### config.mk
export PLATFORM = sky130hd
export DESIGN_NAME = note_timer_flat
export DESIGN_NICKNAME = d
export VERILOG_FILES = /design/src/rtl/music_pkg.sv /design/src/rtl/note_timer_if.sv /design/src/rtl/beat_prescaler.sv /design/src/rtl/dffre.sv /design/src/rtl/note_timer.sv /design/src/flat_wrapper.sv
export SDC_FILE = /design/constraint.sdc
export NUM_CORES = 1
export LEC_CHECK = 0
export ABC_AREA = 1
export BUFFER_PORTS_ARGS = -buffer_cell sky130_fd_sc_hd__buf_2
export CORE_MARGIN = 3
export CORE_UTILIZATION = 35
export DETAILED_ROUTE_END_ITERATION = 7
export PLACE_DENSITY = 0.63
export SKIP_LAST_GASP = 1
export SYNTH_ARGS = -nofsm -noshare
export SYNTH_HDL_FRONTEND = slang
export SYNTH_SLANG_ARGS = --single-unit
### constraint.sdc
create_clock -name clk -period 2.3 [get_ports clk]
set_input_delay 0.69 -clock clk [delete_from_list [all_inputs] [get_ports clk]]
set_output_delay 0.69 -clock clk [all_outputs]
set_load 0.01 [all_outputs]
### src/rtl/music_pkg.sv
// Shared music-player definitions: note-timer state encoding and the common duration width.
package music_pkg;

   localparam int DW = 6;

   typedef enum logic [1:0] {
      IDLE = 2'd0,
      RUN  = 2'd1,
      HOLD = 2'd2,
      DONE = 2'd3
   } note_state_e;

endpackage

### src/rtl/note_timer_if.sv
// Note-timer control/status bundle; the player sequencer is the master, the timer the slave.
interface note_timer_if
   import music_pkg::*;
#(
   parameter int DW = music_pkg::DW
);

   logic          load;
   logic [DW-1:0] duration;
   logic          pause;
   logic          done;
   logic          busy;
   logic          paused;
   logic          beat;
   logic [DW-1:0] remaining;

   modport master (
      output load, duration, pause,
      input  done, busy, paused, beat, remaining
   );

   modport slave (
      input  load, duration, pause,
      output done, busy, paused, beat, remaining
   );

endinterface

### src/rtl/beat_prescaler.sv
// Mod-BEAT_DIV clock-cycle counter; tick marks the last enabled cycle of each beat unit.
module beat_prescaler #(
   parameter int BEAT_DIV = 4,
   parameter int PW       = 16
) (
   input  logic clk,
   input  logic reset,
   input  logic clr,
   input  logic en,
   output logic tick
);

   localparam logic [PW-1:0] LAST = PW'(BEAT_DIV - 1);

   logic [PW-1:0] count_q;
   logic [PW-1:0] count_d;
   logic          count_we;

   always_comb begin
      tick     = en && (count_q == LAST);
      count_we = clr || en;
      count_d  = count_q + PW'(1);
      if (clr || tick) begin
         count_d = '0;
      end
   end

   dffre #(.W(PW)) u_count (
      .clk   (clk),
      .reset (reset),
      .en    (count_we),
      .d     (count_d),
      .q     (count_q)
   );

endmodule

### src/rtl/dffre.sv
// Generic register cell: synchronous active-high reset to zero, write enable.
module dffre #(
   parameter int W = 1
) (
   input  logic         clk,
   input  logic         reset,
   input  logic         en,
   input  logic [W-1:0] d,
   output logic [W-1:0] q
);

   always_ff @(posedge clk) begin
      if (reset) begin
         q <= '0;
      end else if (en) begin
         q <= d;
      end
   end

endmodule

### src/rtl/note_timer.sv
// Per-note countdown timer: loads a duration, counts beats while running, holds done until the next load.
module note_timer
   import music_pkg::*;
#(
   parameter int DW       = music_pkg::DW,
   parameter int BEAT_DIV = 4,
   parameter int PW       = 16
) (
   input  logic         clk,
   input  logic         reset,
   note_timer_if.slave  bus
);

   note_state_e   state_q, state_d;
   logic [DW-1:0] remaining_q, remaining_d;
   logic          beat_q, beat_d;
   logic          done_q, done_d;
   logic          busy_q, busy_d;
   logic          paused_q, paused_d;
   logic          count_en;
   logic          tick;

   assign count_en = (state_q == RUN) && !bus.pause && !bus.load;

   beat_prescaler #(
      .BEAT_DIV (BEAT_DIV),
      .PW       (PW)
   ) u_prescaler (
      .clk   (clk),
      .reset (reset),
      .clr   (bus.load),
      .en    (count_en),
      .tick  (tick)
   );

   // Load overrides everything; the status flags are registered decodes of the next state.
   always_comb begin
      state_d     = state_q;
      remaining_d = remaining_q;
      beat_d      = 1'b0;
      if (bus.load) begin
         remaining_d = bus.duration;
         state_d     = (bus.duration == '0) ? DONE : RUN;
      end else begin
         case (state_q)
            RUN: begin
               if (bus.pause) begin
                  state_d = HOLD;
               end else if (tick && (remaining_q != '0)) begin
                  remaining_d = remaining_q - DW'(1);
                  beat_d      = 1'b1;
                  if (remaining_q == DW'(1)) begin
                     state_d = DONE;
                  end
               end
            end
            HOLD: begin
               if (!bus.pause) begin
                  state_d = RUN;
               end
            end
            default: begin
               state_d = state_q;
            end
         endcase
      end
      done_d   = (state_d == DONE);
      busy_d   = (state_d == RUN) || (state_d == HOLD);
      paused_d = (state_d == HOLD);
   end

   always_ff @(posedge clk) begin
      if (reset) begin
         state_q     <= IDLE;
         remaining_q <= '0;
         beat_q      <= 1'b0;
         done_q      <= 1'b0;
         busy_q      <= 1'b0;
         paused_q    <= 1'b0;
      end else begin
         state_q     <= state_d;
         remaining_q <= remaining_d;
         beat_q      <= beat_d;
         done_q      <= done_d;
         busy_q      <= busy_d;
         paused_q    <= paused_d;
      end
   end

   assign bus.done      = done_q;
   assign bus.busy      = busy_q;
   assign bus.paused    = paused_q;
   assign bus.beat      = beat_q;
   assign bus.remaining = remaining_q;

endmodule

### src/flat_wrapper.sv
// flat-port wrapper written by rule: the top's interface ports become plain ports
module note_timer_flat import music_pkg::*;
#(
   parameter int DW       = music_pkg::DW,
   parameter int BEAT_DIV = 4,
   parameter int PW       = 16
)
  (clk, reset, bus_load, bus_duration, bus_pause, bus_done, bus_busy, bus_paused, bus_beat, bus_remaining);
  note_timer_if #(.DW(DW)) bus_i ();
  input  logic clk;
  input  logic reset;
  input wire logic [$bits(bus_i.load)-1:0] bus_load;
  input wire logic [$bits(bus_i.duration)-1:0] bus_duration;
  input wire logic [$bits(bus_i.pause)-1:0] bus_pause;
  output wire logic [$bits(bus_i.done)-1:0] bus_done;
  output wire logic [$bits(bus_i.busy)-1:0] bus_busy;
  output wire logic [$bits(bus_i.paused)-1:0] bus_paused;
  output wire logic [$bits(bus_i.beat)-1:0] bus_beat;
  output wire logic [$bits(bus_i.remaining)-1:0] bus_remaining;
  assign bus_i.load = bus_load;
  assign bus_i.duration = bus_duration;
  assign bus_i.pause = bus_pause;
  assign bus_done = bus_i.done;
  assign bus_busy = bus_i.busy;
  assign bus_paused = bus_i.paused;
  assign bus_beat = bus_i.beat;
  assign bus_remaining = bus_i.remaining;
  note_timer #(.DW(DW), .BEAT_DIV(BEAT_DIV), .PW(PW)) u_core (.clk(clk), .reset(reset), .bus(bus_i));
endmodule
==> results of run 1 <==
==> power groups by stage <==
stage / Clock [mW] / Sequential, mW / Combinational (mW)
after floorplan: 0 / 0.527 / 0.0992
after global placement: 0 / 0.523 / 0.146
after detailed placement: 0 / 0.523 / 0.147
after CTS: 0.399 / 0.512 / 0.147
after global routing: 0.419 / 0.515 / 0.167
final: 0.391 / 0.512 / 0.145
==> metrics by stage <==
stage	setup slack, ps	cells
after floorplan	375	225
after global placement	241	296
after detailed placement	159	296
after CTS	312	300
after global routing	154	300
final	336	300
==> registers in the layout, indices dropped and copies added, names as in the netlist, named ones only <==
| name | count |
|---|---|
| u_core.state_q | 1 |
| u_core.bus.busy | 1 |
| u_core.bus.done | 1 |
| u_core.u_prescaler.u_count.q | 16 |
| u_core.bus.paused | 1 |
| u_core.bus.remaining | 6 |
| u_core.bus.beat | 1 |
==> per-layer routing <==
metal	track usage (%)	part of all wire, %	routed length, µm
met5	0	0	0
met4	4.23	1.3	44
met3	2.16	3.8	128
met2	23.2	46	1550
met1	18.1	49	1660
==> placed cells by master, fill, tap and decap left out <==
cell        n
nand2_1    39
nor2_1     35
dfxtp_1    28
inv_1      22
buf_2      19
a21oi_1    13
nand3_1    12
nor3_1     10
nand2_2     7
o21ai_0     7
ha_1        7
inv_2       5
nor2_4      5
xnor2_1     3
o211ai_1    3
a31oi_1     3
clkbuf_8    3
inv_4       2
nand4_1     2
clkinv_1    2
nand3_2     2
a211oi_1    2
xor2_1      2
buf_4       2
and3_1      1
o41ai_1     1
a21boi_0    1
nor2_8      1
nor3_2      1
nor4_1      1
a31oi_2     1
o221ai_1    1
a31o_2      1
o21ai_1     1
nor3_4      1
o21a_1      1
bufinv_16   1
==> layout make-up <==
type,instances,area [µm²]
clock buffers,3,41.3
clock inverters,1,30.0
fillers,470,2560
inverters,31,121
multi-input cells,164,926
flip-flops and latches,28,561
well taps,52,65.1
repair buffers,21,110
==> cells by family after synthesis <==
group	Yosys count	synth area share, %
fa+ha+maj	7	5.39
buf+inv	33	8.47
flops	28	34.5
compound gates	35	13.3
simple gates	117	35.7
xor+xnor	5	2.70
==> critical path, stage by stage (launching register included) <==
cell and delay, ps:
dfxtp_1 420, inv_1 70, ha_1 200, nand2_2 90, inv_4 50, nand2_2 100
nor2_4 60, nand4_1 90, nand2_1 70, nand2_1 50, nand2_1 40, a21oi_1 210
inv_1 70, ha_1 290, nor2_1 90
==> worst max path at each step <==
stage | cells after the start | to | from
final | 14 | u_core.bus.busy | flop
after global placement | 14 | u_core.bus.busy | bus_pause
after global routing | 14 | u_core.bus.busy | flop
after CTS | 14 | u_core.bus.busy | flop
after detailed placement | 14 | u_core.bus.busy | bus_pause
after floorplan | 12 | u_core.bus.busy | bus_load
==> impl_metrics.env, run 1 <==
export IMPL_htree_levels=1
export IMPL_synth_edf_count=0
export IMPL_synth_top_area_share_pct=34.5
export IMPL_grt_overflow=0
export IMPL_netlist_top_cells_area="dfxtp_1 35%, nand2_1 9.0%, nor2_1 8.1%"
export IMPL_synth_most_common_cell="nand2_1"
export IMPL_start_util_pct=36.8
export IMPL_fin_skew_ps=3.87
export IMPL_p_leak_nw=0.763
export IMPL_fin_crit_ps=1960
export IMPL_cp_end_kind="flop"
export IMPL_cts_hold_buf=0
export IMPL_vias=1475
export IMPL_r2r_cells=14
export IMPL_dieArea_um2=5490
export IMPL_io_pins=20
export IMPL_synth_nets=242
export IMPL_cts_made_buffers=3
export IMPL_drive_above_1_share_pct=20.6
export IMPL_synth_largest_area_cell="dfxtp_1"
export IMPL_placed_cell_area_um2=1780
export IMPL_routedWlPerCell_um=11.3
export IMPL_rsz0062_at_grt="no"
export IMPL_p_seq_share_pct=48.9
export IMPL_cp_start_kind="flop"
export IMPL_area_growth_pct=14.2
export IMPL_r2r_end="u_core.bus.busy"
export IMPL_gp_congestion=0.801
export IMPL_fin_nets=266
export IMPL_p_switching_mw=0.259
export IMPL_avgSynthCellArea_um2=7.22
export IMPL_status="complete, no violations"
export IMPL_grt_pass1_vias=1429
export IMPL_synth_seq_cells=28
export IMPL_design_area_um2=1850
export IMPL_setup_violations=0
export IMPL_grt_max_degree=17
export IMPL_clock_power_share_pct=37.3
export IMPL_diodes=0
export IMPL_power_density_nw_per_um2=565
export IMPL_critPathKind="reg2reg"
export IMPL_path_clk_slew_ps=100
export IMPL_max_slew_margin_rel_pct=77.1
export IMPL_ys_seq_area_share_pct=34.5
export IMPL_synth_cell_types=35
export IMPL_syn_cell_area_um2=1620
export IMPL_die_w_um=74.1
export IMPL_p_total_mw=1.05
export IMPL_routed_wl_mm=3.38
export IMPL_port_buffers=19
export IMPL_path_max_fanout=5
export IMPL_ctsResizeCount=0
export IMPL_finalMaxSlewViolations=0
export IMPL_die_y_um=74.1
export IMPL_grt_pass1_wl_mm=6.07
export IMPL_fmax_mhz=509
export IMPL_hold_ws_ps=502
export IMPL_setup_tns_ps=0
export IMPL_holdPathStages=2
export IMPL_core_area_um2=4410
export IMPL_dp_hpwl_mm=2.68
export IMPL_p_int_mw=0.788
export IMPL_tightest_slew_ps=339
export IMPL_routed_via_density=4.92
export IMPL_cts_tree="built"
export IMPL_swShare_pct=24.8
export IMPL_drc_errors=0
export IMPL_arrival_ps=2180
export IMPL_rows=24
export IMPL_antenna_found_initial=0
export IMPL_required_ps=2520
export IMPL_initialDrtViolationCount=66
export IMPL_hp_class="reg2reg"
export IMPL_synth_common_cells="39 x nand2_1, 35 x nor2_1, 28 x dfxtp_1"
export IMPL_firstDrtPassIters=4
export IMPL_ir_worst_vdd_v=0.000325
export IMPL_hp_start="u_core.u_prescaler.u_count.q[1]"
export IMPL_synth_ff_type="dfxtp_1"
export IMPL_clockBufferDepth=2
export IMPL_ys_async_sr_fraction_pct=0
export IMPL_max_cap_violations=0
export IMPL_cts_setup_buffers=0
export IMPL_clock_latency_ps=280
export IMPL_r2r_setup_slack_ps=340
export IMPL_yosys_warnings=0
export IMPL_synthCells=225
export IMPL_cts_root_buffer="clkbuf_8"
export IMPL_fin_util_pct=42.0
export IMPL_hold_path_end="u_core.u_prescaler.u_count.q[1]"
export IMPL_grt_util_all_layers_pct=13.8
export IMPL_ant_nets=0
export IMPL_fin_crit_sh_pct=85.4
export IMPL_combPwrFrac_pct=13.8
export IMPL_finalHoldViolations=0
export IMPL_cts_sinks=28
(Power assumes the default switching activity.)
==> run 2, diff against run 1 <==
--- a/config.mk
+++ b/config.mk
@@ -6,10 +6,12 @@
 export NUM_CORES = 1
 export LEC_CHECK = 0
 export ABC_AREA = 1
+export ABC_CLOCK_PERIOD_IN_PS = 2300
 export BUFFER_PORTS_ARGS = -buffer_cell sky130_fd_sc_hd__buf_2
 export CORE_MARGIN = 3
 export CORE_UTILIZATION = 35
 export DETAILED_ROUTE_END_ITERATION = 7
+export MAX_ROUTING_LAYER = met4
 export PLACE_DENSITY = 0.63
 export SKIP_LAST_GASP = 1
 export SYNTH_ARGS = -nofsm -noshare
==> run 2 against run 1 <==
Largest power group unchanged. Critical endpoint unchanged. Largest cell class unchanged. Clock power is essentially flat. Wire length is essentially flat. Non-clock buffer count is the same. Sequential power is essentially flat. Combinational power is essentially flat.
==> impl_metrics.env, run 2 (synthesis results as in run 1) <==
export IMPL_status="complete, no violations"
export IMPL_drc_errors=0
export IMPL_design_area_um2=1850
export IMPL_grt_pass1_vias=1429
export IMPL_dp_hpwl_mm=2.68
export IMPL_rsz0062_at_grt="no"
export IMPL_routed_wl_mm=3.38
export IMPL_grt_pass1_wl_mm=6.07
export IMPL_drive_above_1_share_pct=20.6
export IMPL_path_clk_slew_ps=100
export IMPL_port_buffers=19
export IMPL_required_ps=2520
export IMPL_fillCellCount=470
export IMPL_finalMaxSlewViolations=0
export IMPL_ant_nets=0
export IMPL_area_growth_pct=14.2
export IMPL_grt_util_all_layers_pct=14.2
export IMPL_critPathKind="reg2reg"
export IMPL_routed_via_density=4.91
export IMPL_layout_common_cells="39 x nand2_1, 35 x nor2_1, 28 x dfxtp_1"
export IMPL_tightest_slew_ps=339
export IMPL_path_max_fanout=5
export IMPL_die_w_um=74.1
export IMPL_swShare_pct=24.8
export IMPL_grt_overflow=0
export IMPL_fin_crit_sh_pct=85.3
export IMPL_firstDrtPassIters=4
export IMPL_cts_root_buffer="clkbuf_8"
export IMPL_p_int_mw=0.788
export IMPL_cts_setup_buffers=0
export IMPL_p_leak_nw=0.763
export IMPL_cts_made_buffers=3
export IMPL_start_util_pct=36.8
export IMPL_clock_latency_ps=280
export IMPL_ir_worst_vdd_v=0.000325
export IMPL_clockBufferDepth=2
export IMPL_fin_skew_ps=3.81
export IMPL_grt_max_degree=17
export IMPL_setup_tns_ps=0
export IMPL_ctsResizeCount=0
export IMPL_hp_class="reg2reg"
export IMPL_core_area_um2=4410
export IMPL_initialDrtViolationCount=65
export IMPL_rows=24
export IMPL_placed_cell_area_um2=1780
export IMPL_max_slew_margin_rel_pct=77.1
export IMPL_combPwrFrac_pct=13.8
export IMPL_p_switching_mw=0.259
export IMPL_cp_start_kind="flop"
export IMPL_cts_hold_buf=0
export IMPL_die_y_um=74.1
export IMPL_diodes=0
export IMPL_fin_crit_ps=1960
export IMPL_htree_levels=1
export IMPL_fin_nets=266
export IMPL_finalHoldViolations=0
export IMPL_gp_congestion=0.813
export IMPL_max_cap_violations=0
export IMPL_p_seq_share_pct=48.9
export IMPL_cp_end_kind="flop"
export IMPL_io_pins=20
export IMPL_power_density_nw_per_um2=565
export IMPL_clock_power_share_pct=37.3
export IMPL_dieArea_um2=5490
export IMPL_regMostFlops="u_core.u_prescaler.u_count.q"
export IMPL_arrival_ps=2180
export IMPL_cts_sinks=28
export IMPL_routedWlPerCell_um=11.3
export IMPL_largest_reg_flops=16
export IMPL_antenna_found_initial=0
export IMPL_fmax_mhz=510
export IMPL_cts_tree="built"
export IMPL_vias=1472
export IMPL_setup_violations=0
export IMPL_p_total_mw=1.05
export IMPL_final_common_cell="nand2_1"
-- run 2: worst paths after layout --
kind	startpoint	endpoint	slack [ps]	cells past startpoint
worst min register to register	u_core.u_prescaler.u_count.q[1]	u_core.u_prescaler.u_count.q[1]	500	2
worst max register to register	flop	u_core.bus.busy	340	14
worst max-delay path	flop	u_core.bus.busy	340	14
worst min-delay path	u_core.u_prescaler.u_count.q[1]	u_core.u_prescaler.u_count.q[1]	500	2
-- run 2: area by class of cell --
type                            count  area, µm²  area share, %
Multi-Input combinational cell    164        926           49.9
Sequential cell                    28        561           30.2
Inverter                           31        121           6.55
Timing Repair Buffer               21        110           5.94
Tap cell                           52       65.1           3.51
Clock buffer                        3       41.3           2.23
Clock inverter                      1       30.0           1.62
-- run 2: power groups by stage --
stage                     Combinational, mW  Sequential (mW)  Clock [mW]
after floorplan                      0.0992            0.527           0
after global placement                0.146            0.523           0
after detailed placement              0.147            0.523           0
after CTS                             0.147            0.512       0.399
after global routing                  0.167            0.515       0.419
final                                 0.145            0.512       0.391
-- run 2: routing by layer --
layer  track usage, %  up-vias  wire, µm
met2             23.2       26      1560
met4             4.23        0        44
li1                 -      784         -
met3             1.62        6        95
met1             18.4      656      1690
met5                -        -         0
-- run 2: stage by stage --
stage	hold WS (ps)	utilization (%)	instances	setup slack, ps
3_3_place_gp	485	40.4	296	241
6_report	502	42.0	300	339
2_1_floorplan	455	-	225	375
4_1_cts	501	42.0	300	312
5_1_grt	522	42.0	300	154
3_5_place_dp	486	40.4	296	159
-- run 2: critical path: stages, from the launching register on --
cell,delay (ps)
dfxtp_1,420
inv_1,70
ha_1,200
nand2_2,90
inv_4,50
nand2_2,100
nor2_4,60
nand4_1,90
nand2_1,70
nand2_1,50
nand2_1,40
a21oi_1,210
inv_1,70
ha_1,290
nor2_1,90
